[config.mk]
export PLATFORM = sky130hd
export DESIGN_NAME = risk_cache_arbiter_flat
export DESIGN_NICKNAME = d
export VERILOG_FILES = /design/src/rtl/risk_cache_arbiter_pkg.sv /design/src/rtl/risk_cache_arbiter_if.sv /design/src/rtl/risk_cache_arbiter_hold_reg.sv /design/src/rtl/risk_cache_arbiter.sv /design/src/flat_wrapper.sv
export SDC_FILE = /design/constraint.sdc
export NUM_CORES = 1
export LEC_CHECK = 0
export CAP_MARGIN = 40
export CORE_ASPECT_RATIO = 0.5
export CORE_UTILIZATION = 36
export DETAILED_ROUTE_END_ITERATION = 8
export GPL_TIMING_DRIVEN = 0
export PLACE_DENSITY = 0.65
export REMOVE_ABC_BUFFERS = 1
export SLEW_MARGIN = 40
export SYNTH_ARGS = -nofsm -noshare
export SYNTH_HDL_FRONTEND = slang
export SYNTH_SLANG_ARGS = --single-unit
[constraint.sdc]
create_clock -name clk -period 1.8 [get_ports clk]
set_clock_uncertainty 0.2 [all_clocks]
set_input_delay 0.36 -clock clk [delete_from_list [all_inputs] [get_ports clk]]
set_output_delay 0.36 -clock clk [all_outputs]
set_load 0.005 [all_outputs]
[src/rtl/risk_cache_arbiter_pkg.sv]
// -----------------------------------------------------------------------------
// cache_def : shared definitions for the risk cache arbiter slice.
//
// Holds the width/limit constants used by the arbiter, its interface and the
// holding registers, the request-source and FSM-state enums, the packed request
// record that the arbiter presents to the cache, and a helper that widens an
// exchange amount onto the cache data bus.
//
// Constants:
//   CID_W       client id width (cache address width)
//   AMT_W       cache data / CPU amount width
//   EXCH_AMT_W  exchange amount width (zero-extended to AMT_W)
//   MAX_STARVE  consecutive exchange grants tolerated while a CPU request
//               waits (only used when STARVE_GUARD_EN is defined)
// -----------------------------------------------------------------------------
package cache_def;

    localparam int CID_W      = 5;
    localparam int AMT_W      = 32;
    localparam int EXCH_AMT_W = 16;
    localparam int MAX_STARVE = 4;

    typedef enum logic {
        SRC_CPU,
        SRC_EXCH
    } arb_src_t;

    typedef enum logic [1:0] {
        IDLE,
        ISSUE,
        WAIT
    } arb_state_t;

    typedef struct packed {
        logic [CID_W-1:0] addr;
        logic [AMT_W-1:0] data;
        logic             rw;
        logic             max;
        arb_src_t         src;
    } arb_req_t;

    // Cancel/fill amounts are unsigned, so they are zero-extended.
    function automatic logic [AMT_W-1:0] exch_to_amt(input logic [EXCH_AMT_W-1:0] amt);
        return {{(AMT_W - EXCH_AMT_W){1'b0}}, amt};
    endfunction

endpackage

[src/rtl/risk_cache_arbiter_if.sv]
// -----------------------------------------------------------------------------
// risk_cache_arbiter_if : bundle of every handshake/bus signal around the
// risk cache arbiter.
//
// Signal groups:
//   cpu_*    CPU requester: valid/ready, client id, amount, new-max flag
//   exch_*   exchange requester: valid/ready, client id, 16-bit amount
//   cache_*  single request port to the cache plus its done pulse
//   cpu_done / exch_done  one-cycle completion pulses back to the requesters
//   busy     arbiter FSM not idle
//
// Modports:
//   slave   the arbiter itself (it serves both requesters and drives the cache)
//   master  the surroundings: requesters and the cache
// -----------------------------------------------------------------------------
interface risk_cache_arbiter_if;
    import cache_def::*;

    logic                  cpu_valid;
    logic                  cpu_ready;
    logic [CID_W-1:0]      cpu_client_id;
    logic [AMT_W-1:0]      cpu_amount;
    logic                  cpu_new_max;

    logic                  exch_valid;
    logic                  exch_ready;
    logic [CID_W-1:0]      exch_client_id;
    logic [EXCH_AMT_W-1:0] exch_amount;

    logic                  cache_req_valid;
    logic [CID_W-1:0]      cache_req_addr;
    logic [AMT_W-1:0]      cache_req_data;
    logic                  cache_req_rw;
    logic                  cache_req_max;
    logic                  cache_req_ready;
    logic                  cache_done;

    logic                  cpu_done;
    logic                  exch_done;
    logic                  busy;

    modport slave (
        input  cpu_valid, cpu_client_id, cpu_amount, cpu_new_max,
        input  exch_valid, exch_client_id, exch_amount,
        input  cache_req_ready, cache_done,
        output cpu_ready, exch_ready,
        output cache_req_valid, cache_req_addr, cache_req_data, cache_req_rw, cache_req_max,
        output cpu_done, exch_done, busy
    );

    modport master (
        output cpu_valid, cpu_client_id, cpu_amount, cpu_new_max,
        output exch_valid, exch_client_id, exch_amount,
        output cache_req_ready, cache_done,
        input  cpu_ready, exch_ready,
        input  cache_req_valid, cache_req_addr, cache_req_data, cache_req_rw, cache_req_max,
        input  cpu_done, exch_done, busy
    );

endinterface

[src/rtl/risk_cache_arbiter_hold_reg.sv]
// -----------------------------------------------------------------------------
// arb_hold_reg : one-deep valid/ready holding register.
//
// Ports:
//   clk, HRESETn  clock and asynchronous active-low reset
//   valid_i       upstream has a request this cycle
//   ready_o       register is empty and will capture valid_i
//   data_i        request payload
//   clear_i       owner has finished with the held request
//   full_o        a request is being held
//   data_o        held payload
//
// The arbiter only clears a register that is full, and a full register never
// reports ready, so capture and clear never coincide.
// -----------------------------------------------------------------------------
module arb_hold_reg #(
    parameter int W = 8
) (
    input  logic         clk,
    input  logic         HRESETn,
    input  logic         valid_i,
    output logic         ready_o,
    input  logic [W-1:0] data_i,
    input  logic         clear_i,
    output logic         full_o,
    output logic [W-1:0] data_o
);

    logic         full_q, full_d;
    logic [W-1:0] data_q, data_d;

    // Next state: a clear empties the register, otherwise an empty register
    // takes whatever is offered and keeps it until cleared.
    always_comb begin
        full_d = full_q;
        data_d = data_q;
        if (clear_i) begin
            full_d = 1'b0;
        end else if (valid_i && !full_q) begin
            full_d = 1'b1;
            data_d = data_i;
        end
    end

    // State register; reset leaves the register empty.
    always_ff @(posedge clk or negedge HRESETn) begin
        if (!HRESETn) begin
            full_q <= 1'b0;
            data_q <= '0;
        end else begin
            full_q <= full_d;
            data_q <= data_d;
        end
    end

    assign ready_o = !full_q;
    assign full_o  = full_q;
    assign data_o  = data_q;

endmodule

[src/rtl/risk_cache_arbiter.sv]
// -----------------------------------------------------------------------------
// risk_cache_arbiter : shares the single request port of the per-client risk
// cache between the CPU (orders / new max) and the exchange (cancels / fills).
//
// Ports:
//   clk, HRESETn  clock and asynchronous active-low reset
//   bus           risk_cache_arbiter_if.slave: both requester handshakes, the
//                 cache request port, cache_done, cpu_done/exch_done, busy
//
// Each requester lands in its own one-deep holding register. A single-
// outstanding FSM (IDLE -> ISSUE -> WAIT) picks one held request, presents it
// until the cache accepts it, waits for cache_done, then pulses the owner's
// done and frees its register one cycle later.
//
// Arbitration: exchange wins by default because cancels reduce exposure
// before the risk check. When both target the same client the exchange always
// goes first.
//
// Build option STARVE_GUARD_EN: when defined, a counter tracks exchange grants
// made while a CPU request waits; once it reaches MAX_STARVE the CPU wins the
// next arbitration (unless the same-client rule applies). When undefined the
// exchange has strict priority and no counter exists.
// -----------------------------------------------------------------------------
module risk_cache_arbiter
    import cache_def::*;
(
    input logic                  clk,
    input logic                  HRESETn,
    risk_cache_arbiter_if.slave  bus
);

    localparam int CPU_W  = CID_W + AMT_W + 1;
    localparam int EXCH_W = CID_W + EXCH_AMT_W;

    logic                  cpu_full, exch_full;
    logic [CPU_W-1:0]      cpu_hold;
    logic [EXCH_W-1:0]     exch_hold;
    logic [CID_W-1:0]      cpu_cid, exch_cid;
    logic [AMT_W-1:0]      cpu_amt;
    logic [EXCH_AMT_W-1:0] exch_amt;
    logic                  cpu_nm;

    arb_state_t state_q, state_d;
    arb_req_t   req_q, req_d;
    arb_req_t   cpu_req, exch_req;
    logic       cpu_done_q, cpu_done_d;
    logic       exch_done_q, exch_done_d;
    logic       turn_q;
    logic       hold_off, grant, cpu_wins, same_client;

    arb_hold_reg #(.W(CPU_W)) u_cpu_hold (
        .clk     (clk),
        .HRESETn (HRESETn),
        .valid_i (bus.cpu_valid),
        .ready_o (bus.cpu_ready),
        .data_i  ({bus.cpu_client_id, bus.cpu_amount, bus.cpu_new_max}),
        .clear_i (cpu_done_q),
        .full_o  (cpu_full),
        .data_o  (cpu_hold)
    );

    arb_hold_reg #(.W(EXCH_W)) u_exch_hold (
        .clk     (clk),
        .HRESETn (HRESETn),
        .valid_i (bus.exch_valid),
        .ready_o (bus.exch_ready),
        .data_i  ({bus.exch_client_id, bus.exch_amount}),
        .clear_i (exch_done_q),
        .full_o  (exch_full),
        .data_o  (exch_hold)
    );

    assign {cpu_cid, cpu_amt, cpu_nm} = cpu_hold;
    assign {exch_cid, exch_amt}       = exch_hold;
    assign same_client                = (cpu_cid == exch_cid);

    // Arbitration pauses for two cycles after a done pulse: one while the
    // finished register is being freed and one while its ready is high, so a
    // requester that re-asserts valid straight away is captured in time to
    // compete in the next arbitration instead of silently forfeiting it.
    assign hold_off = cpu_done_q || exch_done_q || turn_q;
    assign grant    = (state_q == IDLE) && !hold_off && (cpu_full || exch_full);

`ifdef STARVE_GUARD_EN
    localparam int SW = $clog2(MAX_STARVE + 1);

    logic [SW-1:0] starve_q, starve_d;
    logic          starve_hit;

    assign starve_hit = (starve_q == SW'(MAX_STARVE));

    // Starvation counter: counts exchange grants made while the CPU waits,
    // saturates at the limit (the same-client rule can keep granting the
    // exchange past it) and restarts on every CPU grant.
    always_comb begin
        starve_d = starve_q;
        if (grant) begin
            if (cpu_wins) begin
                starve_d = '0;
            end else if (cpu_full && !starve_hit) begin
                starve_d = starve_q + 1'b1;
            end
        end
    end

    // Counter register.
    always_ff @(posedge clk or negedge HRESETn) begin
        if (!HRESETn) begin
            starve_q <= '0;
        end else begin
            starve_q <= starve_d;
        end
    end
`else
    logic starve_hit;

    assign starve_hit = 1'b0;
`endif

    assign cpu_wins = cpu_full && (!exch_full || (starve_hit && !same_client));

    // Candidate cache requests built from the two holding registers.
    always_comb begin
        cpu_req       = '0;
        cpu_req.addr  = cpu_cid;
        cpu_req.data  = cpu_amt;
        cpu_req.rw    = 1'b1;
        cpu_req.max   = cpu_nm;
        cpu_req.src   = SRC_CPU;

        exch_req      = '0;
        exch_req.addr = exch_cid;
        exch_req.data = exch_to_amt(exch_amt);
        exch_req.rw   = 1'b1;
        exch_req.max  = 1'b0;
        exch_req.src  = SRC_EXCH;
    end

    // FSM next state. The chosen request is latched on the IDLE->ISSUE
    // transition so the cache sees stable fields for as long as it stalls;
    // cache_done is only honoured in WAIT.
    always_comb begin
        state_d     = state_q;
        req_d       = req_q;
        cpu_done_d  = 1'b0;
        exch_done_d = 1'b0;
        case (state_q)
            IDLE: begin
                if (grant) begin
                    state_d = ISSUE;
                    req_d   = cpu_wins ? cpu_req : exch_req;
                end
            end
            ISSUE: begin
                if (bus.cache_req_ready) begin
                    state_d = WAIT;
                end
            end
            WAIT: begin
                if (bus.cache_done) begin
                    state_d = IDLE;
                    if (req_q.src == SRC_CPU) begin
                        cpu_done_d = 1'b1;
                    end else begin
                        exch_done_d = 1'b1;
                    end
                end
            end
            default: begin
                state_d = IDLE;
            end
        endcase
    end

    // FSM, request and done-pulse registers. Reset aborts any transaction
    // without producing a done pulse.
    always_ff @(posedge clk or negedge HRESETn) begin
        if (!HRESETn) begin
            state_q     <= IDLE;
            req_q       <= '0;
            cpu_done_q  <= 1'b0;
            exch_done_q <= 1'b0;
            turn_q      <= 1'b0;
        end else begin
            state_q     <= state_d;
            req_q       <= req_d;
            cpu_done_q  <= cpu_done_d;
            exch_done_q <= exch_done_d;
            turn_q      <= cpu_done_q || exch_done_q;
        end
    end

    assign bus.cache_req_valid = (state_q == ISSUE);
    assign bus.cache_req_addr  = req_q.addr;
    assign bus.cache_req_data  = req_q.data;
    assign bus.cache_req_rw    = req_q.rw;
    assign bus.cache_req_max   = req_q.max;
    assign bus.cpu_done        = cpu_done_q;
    assign bus.exch_done       = exch_done_q;
    assign bus.busy            = (state_q != IDLE);

endmodule

[src/flat_wrapper.sv]
// flat-port wrapper written by rule: the top's interface ports become plain ports
module risk_cache_arbiter_flat import cache_def::*;
  (clk, HRESETn, bus_cpu_valid, bus_cpu_client_id, bus_cpu_amount, bus_cpu_new_max, bus_exch_valid, bus_exch_client_id, bus_exch_amount, bus_cache_req_ready, bus_cache_done, bus_cpu_ready, bus_exch_ready, bus_cache_req_valid, bus_cache_req_addr, bus_cache_req_data, bus_cache_req_rw, bus_cache_req_max, bus_cpu_done, bus_exch_done, bus_busy);
  risk_cache_arbiter_if bus_i ();
  input logic clk;
  input logic HRESETn;
  input wire logic [$bits(bus_i.cpu_valid)-1:0] bus_cpu_valid;
  input wire logic [$bits(bus_i.cpu_client_id)-1:0] bus_cpu_client_id;
  input wire logic [$bits(bus_i.cpu_amount)-1:0] bus_cpu_amount;
  input wire logic [$bits(bus_i.cpu_new_max)-1:0] bus_cpu_new_max;
  input wire logic [$bits(bus_i.exch_valid)-1:0] bus_exch_valid;
  input wire logic [$bits(bus_i.exch_client_id)-1:0] bus_exch_client_id;
  input wire logic [$bits(bus_i.exch_amount)-1:0] bus_exch_amount;
  input wire logic [$bits(bus_i.cache_req_ready)-1:0] bus_cache_req_ready;
  input wire logic [$bits(bus_i.cache_done)-1:0] bus_cache_done;
  output wire logic [$bits(bus_i.cpu_ready)-1:0] bus_cpu_ready;
  output wire logic [$bits(bus_i.exch_ready)-1:0] bus_exch_ready;
  output wire logic [$bits(bus_i.cache_req_valid)-1:0] bus_cache_req_valid;
  output wire logic [$bits(bus_i.cache_req_addr)-1:0] bus_cache_req_addr;
  output wire logic [$bits(bus_i.cache_req_data)-1:0] bus_cache_req_data;
  output wire logic [$bits(bus_i.cache_req_rw)-1:0] bus_cache_req_rw;
  output wire logic [$bits(bus_i.cache_req_max)-1:0] bus_cache_req_max;
  output wire logic [$bits(bus_i.cpu_done)-1:0] bus_cpu_done;
  output wire logic [$bits(bus_i.exch_done)-1:0] bus_exch_done;
  output wire logic [$bits(bus_i.busy)-1:0] bus_busy;
  assign bus_i.cpu_valid = bus_cpu_valid;
  assign bus_i.cpu_client_id = bus_cpu_client_id;
  assign bus_i.cpu_amount = bus_cpu_amount;
  assign bus_i.cpu_new_max = bus_cpu_new_max;
  assign bus_i.exch_valid = bus_exch_valid;
  assign bus_i.exch_client_id = bus_exch_client_id;
  assign bus_i.exch_amount = bus_exch_amount;
  assign bus_i.cache_req_ready = bus_cache_req_ready;
  assign bus_i.cache_done = bus_cache_done;
  assign bus_cpu_ready = bus_i.cpu_ready;
  assign bus_exch_ready = bus_i.exch_ready;
  assign bus_cache_req_valid = bus_i.cache_req_valid;
  assign bus_cache_req_addr = bus_i.cache_req_addr;
  assign bus_cache_req_data = bus_i.cache_req_data;
  assign bus_cache_req_rw = bus_i.cache_req_rw;
  assign bus_cache_req_max = bus_i.cache_req_max;
  assign bus_cpu_done = bus_i.cpu_done;
  assign bus_exch_done = bus_i.exch_done;
  assign bus_busy = bus_i.busy;
  risk_cache_arbiter u_core (.clk(clk), .HRESETn(HRESETn), .bus(bus_i));
endmodule
[After elaboration in Yosys (flattened, before gate mapping)]
Index checks and enable logic that the tools add are counted.
Operators by class
  muxes and demuxes: 15
  eq/ne operators: 5
  reduce and logical (&&, ||, !) cells: 19
  bitwise logic cells: 2
Operators with widths (number)
  2-to-1 mux 40 bit: 1
  2-to-1 mux 1 bit: 10
  2-to-1 mux 2 bit: 3
  one-hot mux 2 bit (3 select lines): 1
  AND reduction 2 bit: 3
  nonzero test 2 bit: 3
  logical AND 1 bit: 5
  != test 2 bit (second input constant): 2
  zero test 1 bit: 3
  logical OR 1 bit: 3
  AND reduction 3 bit: 1
  == test 2 x 1 -> 1 bit (second input constant): 1
  == test 2 bit (second input constant): 1
  zero test 2 bit: 1
  != test 2 x 1 -> 1 bit (second input constant): 1
  NOT 1 bit: 2
Word-level totals
  output and inout bits: 45
  logic and storage cells: 54
  flip-flop bits (word level): 106
  input bits: 65

[Logic depth before layout (Yosys ltp)]
Gate-level depths: netlist of run 1.
  depth in word-level cells: 7
  mapped depth: 5
  gate-level depth less buffers: 3

[By module]
A second synthesis of run 1 with hierarchy kept.
Second synthesis, totals
  cells, all modules: 334
  area, all modules: 4749.6 sq um
Modules (own cells, without submodules)
  risk_cache_arbiter: sequential area each 1126.1 sq um, times used 1, cells an instance 200, area each 2348.5 sq um
  arb_hold_reg (u_core.u_cpu_hold): sequential area each 975.9 sq um, times used 1, cells an instance 85, area each 1561.5 sq um
  arb_hold_reg (u_core.u_exch_hold): sequential area each 550.5 sq um, times used 1, cells an instance 49, area each 839.6 sq um

[Worst setup path before layout of run 1]
No wires, ideal clock.
  path type: register to register
  from: reg u_core.state_q[1]
  to: reg u_core.req_q, in the netlist u_core.bus.cache_req_data[15]
  stages on the path, launching flop included: 5
  arrival time: 1.588 ns
  period minus slack after synthesis: 1.913 ns
  path buffers: 1
  slack: -0.113 ns
  data required time: 1.475 ns
  library setup time: 0.125 ns
  cells stage by stage: dfrtp_1 > or2_1 > a2111oi_4 > buf_4 > mux2_2
On the way
  longest elaborated chain between the ends: 4
RTL lines
  start, declared: RTL line risk_cache_arbiter.sv:43  | arb_state_t state_q, state_d;
  start signal, assigned: RTL line risk_cache_arbiter.sv:185  | state_q <= state_d;
  zero test 2 bit (*): RTL line risk_cache_arbiter.sv:82, risk_cache_arbiter.sv:147
  logical AND 1 bit (2 in series): RTL line risk_cache_arbiter.sv:82  | assign grant = (state_q == IDLE) && !hold_off && (cpu_full || exch_full);
  AND reduction 2 bit (no line) (*)
  end signal, assigned: RTL line risk_cache_arbiter.sv:186  | req_q <= req_d;
  end, declared: RTL line risk_cache_arbiter.sv:44  | arb_req_t req_q, req_d;
Mark *: on every way between the ends. The rest lies on a longest branch, timed or not.
A chain may end at the register's enable or synchronous reset.

[Final worst setup path of run 1]
  from: reg u_core.state_q[0]
  to: reg u_core.req_q, in the netlist u_core.bus.cache_req_data[6]
The elaborated chain is that of the path after synthesis.

==> results by group, run 1 <==
Clocking
  • CTS tree: built
  • Reg clk slew, reported paths: 70 ps
  • Num CTS Buffers: 9
  • Total clock sinks: roughly 110
  • H-tree levels: 3
  • Root Buffer: clkbuf_16
  • Worst-Skew Late Latency: around 340 ps
  • CTS max path bufs: 2

Worst setup path
  • Critical-path maximum fanout: 6
  • CP Capture Type: flip-flop
  • Buffer and inverter count on the worst path: 3
  • CP max stage cell: dfrtp_1
  • Most used cell, CP: buf_8
  • Crit-path leading delay family: buffers and inverters
  • Crit-path cells: or2_4 > a2111oi_4 > buf_6 > buf_8 > buf_8 > mux2_4
  • CP required: about 1800 ps
  • Arr. time, crit path: about 2000 ps
  • WS Path Type: reg2reg
  • CP max stage delay: slightly below 400 ps
  • CP Launch Type: flip-flop

Drt
  • WL per Instance: 16.19 um
  • Routed Antenna Nets: 0
  • Final WL: between 10 and 15 mm
  • Drc violations: 0
  • Drt first pass iters: 4
  • DR vias: ~2800
  • Initial drt markers: 95
  • Vias per cell: 4.500

Run
  • Max Cap Viol: 0

Pwr
  • Reg power frac: a little under two fifths
  • Worst VDD drop: 0.5107 mV
  • P_leak: between 3 and 4 nW
  • Net Sw Power: 0.002964 W
  • Pint: 0.007779 W
  • Switching part of the total: 27.59%
  • Clock share of power: around 17%
  • Pwr per Cell Area: between 1500 and 2000 mW/mm2
  • Logic pwr share: a little under half

Global route
  • M2 GR Usage: 26.70%
  • Tot GR Track Use: between 15 and 20%
  • Met3 Use GR: between 3 and 4%
  • GR peak layer: met2
  • First-pass GRT wire length: around 15 mm
  • Number of global-route vias before repair: ~2900
  • GRT met1 Usage: 18.38%
  • Largest net degree at the start of global routing: just under 60
  • Initial antenna violation count: 0
  • Global route overflow: 0

Yosys
  • Ys Warns: 0
  • Cells after Synth: roughly 330
  • #FFs+latches synth: around 110
  • Average size of a mapped cell: about 14 um2
  • Post-synth design cell area: roughly 0.0046 mm2
  • Sequential share of the synthesized area: 57.70%
  • Unique masters post-synth: 19

Run status
  • Status: finished with violations
  • Violated checks: setup timing

STA
  • Max-slew violations: 0
  • Final Hold Violating Endpoints: 0
  • Max Clk Rate: slightly below 0.5 GHz
  • Tcrit/Tclk final: 112.4%
  • Minimum clock period: 2024 ps
  • PnR worst setup slack: -224.0 ps
  • Worst-Margin Slew: 469.2 ps
  • Slew margin rel.: 68.65%
  • Endpoints failing setup: 39
  • Unrepaired setup endpoints after global routing: yes

Floorplanning
  • Die extent in x: about 160 um
  • Row count: 28
  • Die Y: 81.91 um
  • Core ar.: between 0.01 and 0.015 mm2
  • I/O pins: 110
  • Initial Util: approximately 38%
  • Die ar.: around 0.013 mm2

Cells and area
  • Final Core Density: 54.61%
  • Fillers: ~1000
  • Nets@finish: between 500 and 600
  • Most frequent cells in the layout: 103 x dfrtp_1, 78 x clkdlybuf4s50_1, 53 x mux2_2
  • Finished Layout Cells: between 600 and 700
  • Commonest non-fill, non-tap cell in the layout: dfrtp_1
  • Antenna diodes: 0
  • Synthesis-to-finish area growth: 44.01%
  • Share of layout cells above drive strength 1: about two fifths

Place
  • Final GP Congestion: 0.7190
  • IO Port Bufs: approximately 110
  • Hpwl dp: between 6 and 7 mm
  • Post-placement cell count: about 570

Worst hold path
  • Hold crit path type: reg2reg
[synth_stat cells]
cell type,instances,share of area (%)
nand2b_1,1,0.14
a22o_1,1,0.19
and3_1,1,0.14
or2_2,2,0.27
or2_1,1,0.14
nor2_1,5,0.41
mux2i_1,17,3.7
mux2_2,101,25
nor3b_1,2,0.33
a21o_1,1,0.16
mux2_1,1,0.24
nor2b_1,3,0.41
clkbuf_1,5,0.41
buf_2,5,0.54
nand2_1,18,1.5
buf_4,41,6.7
dfrtp_1,106,58
a2111oi_4,1,0.60
inv_1,21,1.7
[per-layer routing]
metal / share of wire, % / routed length [um] / vias to the layer above
li1: - / - / 1304
met1: 45 / 4524 / 1429
met2: 51 / 5124 / 39
met3: 2.6 / 260 / 9
met4: 0.97 / 97 / 0
met5: 0 / 0 / -
[power groups by stage]
stage | clock network [W] | logic [W] | registers, W
6_report | 0.00183 | 0.00488 | 0.00403
2_1_floorplan | 0 | 0.00216 | 0.00393
3_5_place_dp | 0 | 0.00377 | 0.00402
4_1_cts | 0.00188 | 0.00455 | 0.00401
5_1_grt | 0.00197 | 0.00524 | 0.00416
3_3_place_gp | 0 | 0.00326 | 0.00396
[sequential cells by signal (all words and copies together), names as in the netlist, 2 cells and up]
signal and cells:
u_core.state_q 2, u_core.bus.cache_req_addr 5, u_core.u_exch_hold.data_o 21, u_core.bus.cache_req_data 32, u_core.u_cpu_hold.data_o 38
[kinds of logic (layout without fill, tap and decap cells)]
kind of cell	count (synthesis)	in the layout	synth area share, %
muxes	119	119	28.69
DFF	106	106	57.70
buffers and inverters	72	192	9.363
and+or+nand+nor	33	33	3.294
AOI/OAI and AO/OA	3	3	0.9528
[final cells by class]
type,instances,area [um2],share of cell area (%)
clock buffer,12,256.5,3.875
timing repair buffer,156,1664,25.14
multi-input combinational,155,1743,26.33
inverter,21,78.83,1.191
tap,165,206.4,3.119
clock inverter,3,15.01,0.2268
sequential,106,2656,40.12
[stage by stage]
| stage | setup WS, ps | instance area [um2] | hold slack (ps) | TNS, ps | power [W] |
|---|---|---|---|---|---|
| floorplan | -2214 | 4245 | -135.6 | -154450 | 0.006090 |
| global placement | -4908 | 5543 | 225.7 | -765910 | 0.007223 |
| detailed placement | -792.5 | 5717 | 126.5 | -41540 | 0.007794 |
| CTS | -233.4 | 6312 | 246.1 | -5561 | 0.01044 |
| global route | -289.3 | 6620 | 274.0 | -8093 | 0.01136 |
| finish | -224.0 | 6620 | 254.7 | -5023 | 0.01074 |
[repair_timing]
action	in CTS	in global routing
gates cloned	0	0
hold buffers	1	0
endpoints found under the setup margin	80	110
gates resized for setup	61	69
endpoints found under the hold margin	56	0
pin swaps	3	2
buffers inserted	18	12
[worst paths after layout]
| kind | from | to | slack [ps] | cells past startpoint |
|---|---|---|---|---|
| setup / recovery | u_core.state_q[0]$_DFFE_PN0P_ | u_core.bus.cache_req_data[6]$_DFFE_PN0P_ | -220 | 6 |
| hold / removal | u_core.req_q[0]$_DFFE_PN0P_ | u_core.bus.cpu_done$_DFF_PN0_ | 250 | 1 |
| setup reg to reg | u_core.state_q[0]$_DFFE_PN0P_ | u_core.bus.cache_req_data[6]$_DFFE_PN0P_ | -220 | 6 |
| hold reg to reg | u_core.req_q[0]$_DFFE_PN0P_ | u_core.bus.cpu_done$_DFF_PN0_ | 250 | 1 |
| max in group asynchronous | HRESETn | u_core.u_exch_hold.full_o$_DFFE_PN0P_ | 440 | 3 |
| min in group asynchronous | HRESETn | u_core.bus.cache_req_data[24]$_DFFE_PN0P_ | 350 | 2 |
Note: power is estimated with default switching activity, not from simulation.
==> inputs of run 2 (changes only) <==
--- a/config.mk
+++ b/config.mk
@@ -8,6 +8,7 @@
 export CAP_MARGIN = 40
 export CORE_ASPECT_RATIO = 0.5
 export CORE_UTILIZATION = 36
+export CTS_CLUSTER_DIAMETER = 40
 export DETAILED_ROUTE_END_ITERATION = 8
 export GPL_TIMING_DRIVEN = 0
 export PLACE_DENSITY = 0.65
==> results of run 2 <==
Same layout as run 1: the final DEF is identical, and so are final timing and power.
==> inputs of run 3 (changes only) <==
--- a/config.mk
+++ b/config.mk
@@ -6,9 +6,10 @@
 export NUM_CORES = 1
 export LEC_CHECK = 0
 export CAP_MARGIN = 40
-export CORE_ASPECT_RATIO = 0.5
+export CORE_ASPECT_RATIO = 2
 export CORE_UTILIZATION = 36
 export CTS_CLUSTER_DIAMETER = 40
+export CTS_CLUSTER_SIZE = 25
 export DETAILED_ROUTE_END_ITERATION = 8
 export GPL_TIMING_DRIVEN = 0
 export PLACE_DENSITY = 0.65
==> run 3 against run 2 <==
The run still ends with setup timing left. Flip-flop and latch count is the same. Final cell count down 0.97%. Total power is 2.3% higher. Worst hold slack better by 12 ps. Core utilization shrank 0.62 points. Cell area rose by 1.8%. Maximum frequency fell by 7.5%. Critical path depth rose by 2. Non-clock buffer count rose by 9. Critical path type unchanged.
==> results by group, run 3 (same netlist as run 1, synthesis figures left out) <==
Place
  • DP Worst Slack: -1059 ps (-266.4 ps)
  • Hpwl dp: 7.258 mm (+12%)
  • Final GP Congestion: 0.7100 (-1.3%)
  • IO Port Bufs: 109 (unchanged)

Worst hold path
  • Hold crit path type: reg2reg
  • Hold Path Cell Cnt: 1 (unchanged)

Floorplanning
  • Die ar.: 0.01325 mm2 (unchanged)
  • I/O pins: 110 (unchanged)
  • Core ar.: 0.01248 mm2 (+3.0%)
  • Die Y: 161.8 um (+98%)
  • Row count: 58 (+110%)
  • Die extent in x: 81.91 um (-49%)
  • Initial Util: 36.83% (-1.1 points)

STA
  • Worst hold slack: 266.6 ps (+11.86 ps)
  • Tcrit/Tclk final: 121.5% (+9.1 points)
  • Unrepaired setup endpoints after global routing: yes
  • Slew margin rel.: 66.01% (-2.6 points)
  • Worst-Margin Slew: 509.8 ps (+40.57 ps)
  • Setup TNS: -11030 ps (-6012 ps)
  • Endpoints failing setup: 66 (+69%)
  • Final Hold Violating Endpoints: 0 (unchanged)
  • Max Clk Rate: 0.4572 GHz (-7.5%)
  • Minimum clock period: 2187 ps (+163.0 ps)
  • Max-slew violations: 0 (unchanged)
  • PnR worst setup slack: -387.0 ps (-163.0 ps)

Run status
  • Status: finished with violations
  • Violated checks: setup timing

Global route
  • Number of global-route vias before repair: 3288 (+15%)
  • Global route overflow: 0 (unchanged)
  • Largest net degree at the start of global routing: 68 (+17%)
  • Tot GR Track Use: 17.13% (+2.1 points)
  • Initial antenna violation count: 0 (unchanged)
  • First-pass GRT wire length: 16.73 mm (+12%)

Run
  • Max Cap Viol: 0 (unchanged)

Drt
  • Vias per cell: 4.703 (+4.5%)
  • Initial drt markers: 51 (-46%)
  • Drc violations: 0 (unchanged)
  • WL per Instance: 17.44 um (+7.7%)
  • Drt first pass iters: 4 (unchanged)
  • Final WL: 10.67 mm (+6.7%)
  • Routed Antenna Nets: 0 (unchanged)
  • DR vias: 2878 (+3.5%)

Clocking
  • CTS tree: built
  • H-tree levels: 3 (unchanged)
  • Worst-Skew Late Latency: 340 ps (about the same)
  • Reg clk slew, reported paths: 70 ps (about the same)
  • Num CTS Buffers: 9 (unchanged)
  • CTS max path bufs: 2 (unchanged)
  • Total clock sinks: 106 (unchanged)
  • Root Buffer: clkbuf_16

Worst setup path
  • CP Launch Type: flip-flop
  • Arr. time, crit path: 2210 ps (+160 ps)
  • CP required: 1830 ps (about the same)
  • WS Path Type: reg2reg
  • Worst R2R Path Depth: 8 (+2)
  • Critical-path maximum fanout: 5 (-1)
  • CP Capture Type: flip-flop

Cells and area
  • Nets@finish: 523 (+1.8%)
  • Synthesis-to-finish area growth: 46.60%
  • Share of layout cells above drive strength 1: 40.04% (+0.75 points)
  • Commonest non-fill, non-tap cell in the layout: dfrtp_1
  • Multi-input logic area: 0.001805 mm2 (+3.6%)
  • Max reg flops: 38 (unchanged)
  • Antenna diodes: 0 (unchanged)
  • Sequential cell area: 0.002655 mm2 (about the same)
  • Final Core Density: 53.99% (-0.62 points)
  • Fillers: 1065 (+3.4%)
  • Most frequent cells in the layout: 104 x dfrtp_1, 77 x clkdlybuf4s50_1, 66 x mux2_4

Pwr
  • P_leak: 3.264 nW (-0.41%)
  • Worst VDD drop: 0.7608 mV (+49%)
  • Final Total Pwr: 0.01099 W (+2.3%)
  • Pwr per Cell Area: 1631 mW/mm2 (+0.54%)
run 3: cell types whose count changed in the layout (fill, tap and decap cells not counted), sizes merged, moves of 2 or more:
cell,before,now
buf,48,56
clkinv,3,1
dlymetal6s2s,22,14
dlygate4sd2,7,13
clkinvlp,0,2
clkdlybuf4s15,0,3
run 3: layer usage:
metal	wire length, um	vias up	global-route usage, %
li1	-	1320	-
met1	3941	1478	18.54
met2	6148	63	31.25
met3	311	17	3.371
met4	272	0	6.858
met5	0	-	0
run 3: where the power goes:
part | switching, W | internal (W)
logic | 0.00163 | 0.00341
clock network | 0.000845 | 0.00108
registers | 0.000577 | 0.00346
run 3: worst paths after layout:
| check | start | end | slack [ps] |
|---|---|---|---|
| max in group asynchronous | HRESETn | u_core.bus.cache_req_data[2]$_DFFE_PN0P_ | 450 |
| hold reg to reg | u_core.req_q[0]$_DFFE_PN0P_ | u_core.bus.cpu_done$_DFF_PN0_ | 270 |
| hold / removal | u_core.req_q[0]$_DFFE_PN0P_ | u_core.bus.cpu_done$_DFF_PN0_ | 270 |
| setup / recovery | u_core.state_q[0]$_DFFE_PN0P_ | u_core.bus.cache_req_addr[3]$_DFFE_PN0P_ | -390 |
| setup reg to reg | u_core.state_q[0]$_DFFE_PN0P_ | u_core.bus.cache_req_addr[3]$_DFFE_PN0P_ | -390 |
| min in group asynchronous | HRESETn | u_core.u_cpu_hold.data_o[36]$_DFFE_PN0P_ | 350 |
run 3: critical path: stages, from the launching register on:
cell	delay [ps]
dfrtp_1	380
or2_4	260
a2111oi_4	330
buf_4	180
buf_6	100
buf_8	90
buf_8	110
buf_8	120
mux2_4	290
run 3: timing repair:
action / in CTS / in global routing
cloned: 0 / 0
pin swaps: 4 / 4
hold endpoints to repair: 66 / 0
setup endpoints to repair: 106 / 110
setup buffers: 32 / 7
resized for setup: 121 / 37
hold buffers: 1 / 0
run 3: final cells by class:
cell class                 instances  area share [%]
clock buffer                      11           3.453
clock inverter                     4          0.7984
inverter                          21           1.170
multi-input combinational        155           26.79
sequential                       106           39.40
tap                              150           2.785
timing repair buffer             165           25.60
run 3: stage by stage:
step / cell area (um2) / std cells
after floorplan: 4245 / 282
after global placement: 5524 / 541
after detailed placement: 5695 / 560
after CTS: 6606 / 608
after global routing: 6739 / 612
final: 6739 / 612
